### src/rtl/arp_lookup.sv
// rtl/arp_lookup.sv - ARP table lookup with CRC-16 hashing and linear probing; `ARP_LOOKUP_STATS_EN adds hit/miss counters
// Table entries are {valid, ip[31:0], mac[47:0]}; the hash must match the table writer's.

module arp_crc16 #(
    parameter int OUT_W = 10
) (
    input  logic [31:0]      data,
    output logic [OUT_W-1:0] crc
);
    logic [15:0] c;

    // Reflected CRC-16 (poly 0x8408), zero init, LSB of data first, no final XOR.
    always_comb begin
        c = '0;
        for (int i = 0; i < 32; i++) begin
            if (c[0] ^ data[i]) c = {1'b0, c[15:1]} ^ 16'h8408;
            else                c = {1'b0, c[15:1]};
        end
    end

    assign crc = c[OUT_W-1:0];
endmodule

module arp_lookup #(
    parameter int MAX_PROBE = 4,
    parameter int ADDR_W    = 10
) (
    input  logic              clk,
    input  logic              reset,
    input  logic              req_valid,
    input  logic [31:0]       req_ip,
    output logic              req_ready,
    output logic              ram_rd_en,
    output logic [ADDR_W-1:0] ram_addr,
    input  logic [80:0]       ram_rd_data,
    output logic              rsp_valid,
    output logic              rsp_hit,
    output logic [47:0]       rsp_mac,
    output logic [ADDR_W-1:0] rsp_addr,
    output logic [15:0]       hit_cnt,
    output logic [15:0]       miss_cnt
);
    localparam int PW = 5;

    typedef enum logic [1:0] {IDLE, RD, CMP, RSP} state_t;

    state_t            state_q, state_d;
    logic [31:0]       ip_q;
    logic [ADDR_W-1:0] index_q;
    logic [PW-1:0]     probe_q;
    logic [ADDR_W-1:0] hash;
    logic              accept, advance, done, hit;
    logic              entry_valid;
    logic [31:0]       entry_ip;
    logic [47:0]       entry_mac;

    assign entry_valid = ram_rd_data[80];
    assign entry_ip    = ram_rd_data[79:48];
    assign entry_mac   = ram_rd_data[47:0];

    arp_crc16 #(.OUT_W(ADDR_W)) u_hash (
        .data (req_ip),
        .crc  (hash)
    );

    always_ff @(posedge clk or posedge reset) begin
        if (reset) state_q <= IDLE;
        else       state_q <= state_d;
    end

    always_comb begin
        state_d   = state_q;
        req_ready = 1'b0;
        ram_rd_en = 1'b0;
        rsp_valid = 1'b0;
        accept    = 1'b0;
        advance   = 1'b0;
        done      = 1'b0;
        hit       = 1'b0;
        case (state_q)
            IDLE: begin
                req_ready = 1'b1;
                if (req_valid) begin
                    accept  = 1'b1;
                    state_d = RD;
                end
            end
            RD: begin
                ram_rd_en = 1'b1;
                state_d   = CMP;
            end
            CMP: begin
                // An empty slot ends the probe chain: the writer never skips over holes.
                if (!entry_valid) begin
                    done = 1'b1;
                end else if (entry_ip == ip_q) begin
                    done = 1'b1;
                    hit  = 1'b1;
                end else if (probe_q < PW'(MAX_PROBE)) begin
                    advance = 1'b1;
                end else begin
                    done = 1'b1;
                end
                if (done)         state_d = RSP;
                else if (advance) state_d = RD;
            end
            RSP: begin
                rsp_valid = 1'b1;
                state_d   = IDLE;
            end
            default: state_d = IDLE;
        endcase
    end

    always_ff @(posedge clk or posedge reset) begin
        if (reset) begin
            ip_q     <= '0;
            index_q  <= '0;
            probe_q  <= '0;
            rsp_hit  <= 1'b0;
            rsp_mac  <= '0;
            rsp_addr <= '0;
        end else begin
            if (accept) begin
                ip_q    <= req_ip;
                index_q <= hash;
                probe_q <= '0;
            end
            if (ram_rd_en) probe_q <= probe_q + PW'(1);
            if (advance)   index_q <= index_q + ADDR_W'(1);
            if (done) begin
                rsp_hit  <= hit;
                rsp_mac  <= hit ? entry_mac : 48'h0;
                rsp_addr <= index_q;
            end
        end
    end

    assign ram_addr = index_q;

`ifdef ARP_LOOKUP_STATS_EN
    logic [15:0] hit_cnt_q, miss_cnt_q;

    always_ff @(posedge clk or posedge reset) begin
        if (reset) begin
            hit_cnt_q  <= '0;
            miss_cnt_q <= '0;
        end else if (done) begin
            if (hit && hit_cnt_q != 16'hFFFF)    hit_cnt_q  <= hit_cnt_q + 16'd1;
            if (!hit && miss_cnt_q != 16'hFFFF)  miss_cnt_q <= miss_cnt_q + 16'd1;
        end
    end

    assign hit_cnt  = hit_cnt_q;
    assign miss_cnt = miss_cnt_q;
`else
    assign hit_cnt  = 16'h0;
    assign miss_cnt = 16'h0;
`endif
endmodule

### config.mk
export PLATFORM = sky130hd
export DESIGN_NAME = arp_lookup
export DESIGN_NICKNAME = d
export VERILOG_FILES = /design/src/rtl/arp_lookup.sv
export SDC_FILE = /design/constraint.sdc
export NUM_CORES = 1
export LEC_CHECK = 0
export BUFFER_PORTS_ARGS = -buffer_cell sky130_fd_sc_hd__buf_4
export CORE_ASPECT_RATIO = 0.75
export CORE_MARGIN = 1.5
export CORE_UTILIZATION = 35
export DETAILED_ROUTE_END_ITERATION = 8
export PLACE_DENSITY_LB_ADDON = 0.2
export SLEW_MARGIN = 20
export SYNTH_ARGS = -nofsm -noshare
export SYNTH_HDL_FRONTEND = slang
export SYNTH_SLANG_ARGS = --single-unit
### constraint.sdc
create_clock -name clk -period 3.7 [get_ports clk]
set_input_delay 0 -clock clk [delete_from_list [all_inputs] [get_ports clk]]
set_output_delay 0 -clock clk [all_outputs]
set_load 0.05 [all_outputs]
==> results.cfg, run 1 <==
[synth]
synth-seq-area-share_pct = 43.7
synth_top_area_cell = dfrtp_1
synth-edff-count = 0
synth_ff_type = dfrtp_1
ys.warnings.count = 0
ys_types = 47
synth_area_leaders = dfrtp_1 (44%), xnor2_1 (9.3%), nand2_1 (6.5%), xnor3_1 (6.2%), nand4_1 (6.1%)
synth.avg_cell_area_um2 = 9.64
yosysTopAreaCellShare_pct = 43.7
synthArstFlopShare_pct = 100
syn-cell-area_um2 = 6190
synth.ff_latch_count = 108
synth_cells = 642

[cells_and_area]
postLayoutCoreUtil_pct = 51.5
multi_input_area_um2 = 3140
nets = 1002
instances_no_fill = 1126
seqCellArea_um2 = 2700
fill_cells = 1578
final_area_um2 = 8800
final_cell_mix = buf_4 (195), dfrtp_1 (108), nand2_1 (107)
mostFrequentLayoutCell = buf_4
area_growth_pct = 42.2
drive_above_1_share_pct = 25.8

[critical_path]
end_kind = flip-flop
startpoint_type = flip-flop
critPathSlowestCell = buf_4
worstPathArrival_ns = 3.08
rr_endpoint = ram_addr[1]
cp_top_family = simple AND/OR/NAND/NOR gates
cp.required_ns = 3.94
slowest_delay_ns = 0.53
path_max_fanout = 50
r2r_slack_ns = 0.86
crit_buf_inv = 1
r2r-start = ip_q[26]
crit_cells = 7
r2r_cells = 7
path_class = flip-flop to flip-flop
worstPathCellList = xnor2_1, nand4_1, nor4_4, buf_4, a21oi_2, or2_2, o221ai_1

[timing]
setup_ws_ns = 0.859
fin_crit_ns = 2.84
timing.fmax_ghz = 0.352
hold_ws_ns = 0.142
rsz0062_at_grt = no
finalSetupTns_ns = 0
clock_skew_ns = 0.0101
slew_headroom_pct = 36.9
hold_viol_final = 0
worst_pin_slew_ns = 0.944
final.period_utilization_pct = 76.8
finalSetupViolCount = 0
drv_slew = 0

[global_routing]
grt_max_degree = 61
antenna_found_initial = 1
grt_pass1_vias = 5616
overflow = 0
grt_pass1_wl_um = 30100
grt_usage_pct = 21.0

[floorplanning]
die_area_um2 = 18500
ios = 220
die_w_um = 157
core_area_um2 = 17100
start_util_pct = 36.2
die_h_um = 118
row_count = 41

[clock_tree]
cts_tree = built
cts_root_buf = clkbuf_16
cts_resized = 0
postCtsSetupBuffers = 0
cts_buffer_depth = 2
insertion_delay_ns = 0.36
cts.sinks = 108
cts_made_buffers = 9
clk_pin_slew_ns = 0.08
cts_max_level = 3

[pwr]
ir_drop_mv = 0.548
p_leak_nw = 4.14
total_power_mw = 5.36
pwr_density_cell_nw_per_um2 = 609

[worst_hold_path]
min_path_cells = 3
whs_endpoint = rsp_mac[18]
min-delay-start = ram_rd_data[80]
hp-class = primary input to flip-flop

[route]
met2_length_um = 8860
vias_per_cell = 4.98
met3_length_um = 1140
route.vias.total = 5605
drt-initial-drc-count = 441
drc = 0
wl_per_cell_um = 16.8
routed_wl_um = 18900
top_layer = met4
ant_nets = 0
wl_met1_um = 8260
drt-pass1-iter-count = 5

[placement]
dpl_cell_area_um2 = 7640
pre_cts_ws_ns = 0.887
dp.cells = 1027
port_buffers = 187
routabilityCongestion = 0.840
hpwl_um = 13100

[job]
drv_cap = 0

[status]
status = finished clean
[logic make-up (layout without fill, tap and decap cells)]
family          count (synthesis)  count (layout)  share of synthesized area [%]
other cells                     1              33                         0.0606
compound gates                136             136                           12.2
fa+ha+maj                       2               2                          0.404
buf+inv                        87             303                           7.50
simple gates                  201             201                           15.8
mux                             8               8                           1.64
xor+xnor                       99              99                           18.7
flops                         108             108                           43.7
[how the worst max path moves through the flow]
stage                  start           to  slack (ns)
detailed placement  ip_q[26]  ram_addr[1]        0.89
finish              ip_q[26]  ram_addr[1]        0.86
floorplan              reset      ip_q[0]        0.85
global route        ip_q[26]  ram_addr[1]        0.68
CTS                 ip_q[26]  ram_addr[1]        0.88
global placement     ip_q[6]  ram_addr[1]        1.01
[power breakdown]
part / internal (mW) / switching, mW / total (mW)
Combinational: 1.02 / 1.50 / 2.53
Sequential: 1.48 / 0.270 / 1.75
Clock: 0.606 / 0.477 / 1.08
Total: 3.11 / 2.25 / 5.36
[flip-flops by register name, summed over array words and instances (netlist names)]
name	count
rsp_addr	10
rsp_mac	48
rsp_hit	1
state_q	2
ram_addr	10
probe_q	5
ip_q	32
[area by class of cell]
cell class / count / area share (%)
multi-input cells: 478 / 35.7
flip-flops and latches: 108 / 30.7
repair buffers: 277 / 26.0
well taps: 236 / 3.36
clock buffers: 9 / 2.56
clock inverters: 7 / 1.21
inverters: 10 / 0.455
diodes: 1 / 0.0284
[cells in the mapped netlist, types with 2 or more instances]
cell type and instances:
buf_4 34, inv_1 10, o21ai_0 57, xnor2_1 66, mux2_4 4, xnor3_2 2
xnor3_1 17, ha_1 2, mux2i_1 3, nand2_1 107, o211ai_1 2, nor4_4 2
and2_1 2, o21ai_1 63, nor3_1 2, clkbuf_1 39, xor2_1 12, dfrtp_1 108
nand2b_1 4, nand4_1 60, o221ai_1 2, nor2_1 13, buf_2 2, nand3_1 5
a32oi_1 2
[tightest hold or removal path, delay by kind of cell]
kind | cells | cell delay [ns]
AO/OA/AOI/OAI | 1 | 0.05
buffers and inverters | 1 | 0.28
AND/OR/NAND/NOR | 1 | 0.13
[metal layers]
| metal | vias to the layer above | global-route usage (%) |
|---|---|---|
| met5 | - | 0 |
| met1 | 2688 | 28.5 |
| met3 | 48 | 4.11 |
| met4 | 0 | 9.35 |
| met2 | 235 | 32.5 |
| li1 | 2634 | - |
[repair_timing]
action,4_1_cts,5_1_grt
endpoints found under the setup margin,0,0
hold buffers,82,0
endpoints found under the hold margin,117,0
No activity file was read; power rests on OpenSTA's default activity.
==> inputs of run 2 (changes only) <==
--- a/config.mk
+++ b/config.mk
@@ -5,6 +5,7 @@
 export SDC_FILE = /design/constraint.sdc
 export NUM_CORES = 1
 export LEC_CHECK = 0
+export ABC_AREA = 1
 export BUFFER_PORTS_ARGS = -buffer_cell sky130_fd_sc_hd__buf_4
 export CORE_ASPECT_RATIO = 0.75
 export CORE_MARGIN = 1.5
==> constraint.sdc (replaced) <==
create_clock -name clk -period 2.5 [get_ports clk]
set_input_delay 0 -clock clk [delete_from_list [all_inputs] [get_ports clk]]
set_output_delay 0 -clock clk [all_outputs]
set_load 0.05 [all_outputs]
==> results.cfg, run 2 <==
[synth]
synth_compound_gate_area_share_pct = 3.59
yosys.cell_count.top_type = nand2_1
synth_top_area_cell = dfrtp_1
synth_ff_type = dfrtp_1
ys_types = 32
synthXorXnorAreaFrac_pct = 6.52
synth_common_cells = nand2_1 (300), nand3_1 (129), dfrtp_1 (108)
synth.avg_cell_area_um2 = 7.45
synthMuxAreaShare_pct = 0.155
ys.warnings.count = 0
synth-seq-area-share_pct = 41.9
synth_cells = 866
synth_top_family_by_area = simple AND/OR/NAND/NOR gates
syn-cell-area_um2 = 6450
yosysTopAreaCellShare_pct = 41.9
synth_adder_area_share_pct = 0.388
synthArstFlopShare_pct = 100
synth_area_leaders = dfrtp_1 (42%), nand2_1 (17%), nand3_1 (10%), inv_1 (4.5%), buf_4 (4.0%)
synth-edff-count = 0
synthSimpleGateAreaFrac_pct = 36.5
synth.ff_latch_count = 108

[cells_and_area]
largest_reg_flops = 48
regMostFlops = rsp_mac
antenna_cells = 0
largestRegisters = rsp_mac (48), ip_q (32)
instances_no_fill = 1368
final_cell_mix = nand2_1 (298), buf_4 (195), nand3_1 (129)
fill_cells = 1780
area_growth_pct = 41.2
drive_above_1_share_pct = 24.8
mostFrequentLayoutCell = nand2_1
final_area_um2 = 9110
nets = 1239

[timing]
hold_viol_final = 0
finalSetupViolCount = 0
drv_slew = 0
hold_ws_ns = 0.0220
finalSetupTns_ns = 0
fin_crit_ns = 2.12
clock_skew_ns = 0.0126
final.period_utilization_pct = 84.8
worst_pin_slew_ns = 0.657
slew_headroom_pct = 56.2
timing.fmax_ghz = 0.472
rsz0062_at_grt = no

[global_routing]
grt_max_degree = 70
grt_pass1_vias = 5877
overflow = 0
grt_usage_pct = 20.2
antenna_found_initial = 0
grt_pass1_wl_um = 30600

[route]
routed_wl_um = 19200
route.vias.total = 6339
drt-initial-drc-count = 465
drc = 0
ant_nets = 0
wl_per_cell_um = 14.0
vias_per_cell = 4.63
drt-pass1-iter-count = 5

[placement]
hpwl_um = 14400
dp.cells = 1277
port_buffers = 187
routabilityCongestion = 0.849
dpl_cell_area_um2 = 8040

[clock_tree]
cts_tree = built
insertion_delay_ns = 0.36
clk_pin_slew_ns = 0.08
cts_buffer_depth = 2
cts_made_buffers = 9
cts.sinks = 108
cts_max_level = 3
postCtsSetupBuffers = 0
cts_root_buf = clkbuf_16

[critical_path]
path_max_fanout = 28
path_class = flip-flop to flip-flop
cp.required_ns = 2.75
startpoint_type = flip-flop
worstPathArrival_ns = 2.37
end_kind = flip-flop

[status]
status = finished clean

[floorplanning]
row_count = 42
start_util_pct = 36.1
die_area_um2 = 19300
die_w_um = 160
ios = 220
die_h_um = 121
core_area_um2 = 17900

[job]
drv_cap = 0

[pwr]
ir_drop_mv = 0.442
p_leak_nw = 5.04
pwr_density_cell_nw_per_um2 = 834
total_power_mw = 7.60

[worst_hold_path]
hp-class = primary input to flip-flop
## run 2: cell count changes after synthesis, sizes merged, moves of 4 or more
cell    change
o21ai      -85
nand4      -48
nand2     +229
inv        +78
nand2b      -4
xnor2      -44
nand3     +133
xor2       +12
xnor3      -19
clkbuf     -24
nor2        +5
buf         +7
mux2        -5
## run 2: final cells by class
class | instances | area [µm²] | area share (%)
timing repair buffer | 273 | 2270 | 25.0
clock inverter | 7 | 91.3 | 1.00
sequential | 108 | 2700 | 29.7
multi-input combinational | 640 | 3180 | 34.9
tap | 242 | 303 | 3.32
inverter | 89 | 338 | 3.71
clock buffer | 9 | 225 | 2.47
## run 2: routing by layer
layer  share of wire [%]  routed length [µm]  track usage, %  vias to the layer above
met5                   0                   0               0                        -
met4                 1.3                 243            4.48                        0
met3                 6.9                1330            5.25                       18
met2                  43                8330            30.2                      206
met1                  48                9310            29.3                     2934
li1                    -                   -               -                     3181
## run 2: through the flow
stage,util (%),setup slack [ns]
4_1_cts,51.0,0.344
2_1_floorplan,-,0.453
3_3_place_gp,45.0,0.398
6_report,51.0,0.381
5_1_grt,51.0,0.0645
3_5_place_dp,45.0,0.359
## run 2: kinds of logic after synthesis
| logic type | after synthesis |
|---|---|
| compound gates | 42 |
| buf+inv | 149 |
| xor+xnor | 48 |
| flops | 108 |
| fa+ha+maj | 2 |
| other cells | 1 |
| mux | 1 |
| simple gates | 515 |
## run 2: worst max-delay path, cell delays in order (launching register included)
cell and delay [ns]:
dfrtp_1 0.39, xor2_1 0.16, nor3b_1 0.24, nand3_1 0.11, nor3_1 0.13, nand2_1 0.11
nand2_1 0.19, nand2_2 0.28, buf_12 0.26, nand2_1 0.06, o21ai_0 0.07
## run 2: final timing paths
kind | end | cells past startpoint | from | slack (ns)
worst max-delay path | rsp_addr[7] | 10 | ip_q[10] | 0.38
worst min-delay path | ip_q[0] | 3 | req_ip[0] | 0.02
worst max register to register | rsp_addr[7] | 10 | ip_q[10] | 0.38
worst min register to register | rsp_addr[6] | 2 | rsp_addr[6] | 0.48
max in group asynchronous | probe_q[1] | 4 | reset | 1.72
min in group asynchronous | rsp_addr[9] | 4 | reset | 0.35
## run 2: timing repair
item / CTS / global route
hold buffers: 75 / 0
gates resized for setup: 0 / 0
endpoints found under the hold margin: 182 / 0
## run 2: power breakdown
group	switching, mW	internal, mW	total (mW)
sequential	0.385	2.18	2.57
clock	0.760	0.726	1.49
combinational	2.33	1.21	3.54
total	3.47	4.12	7.60
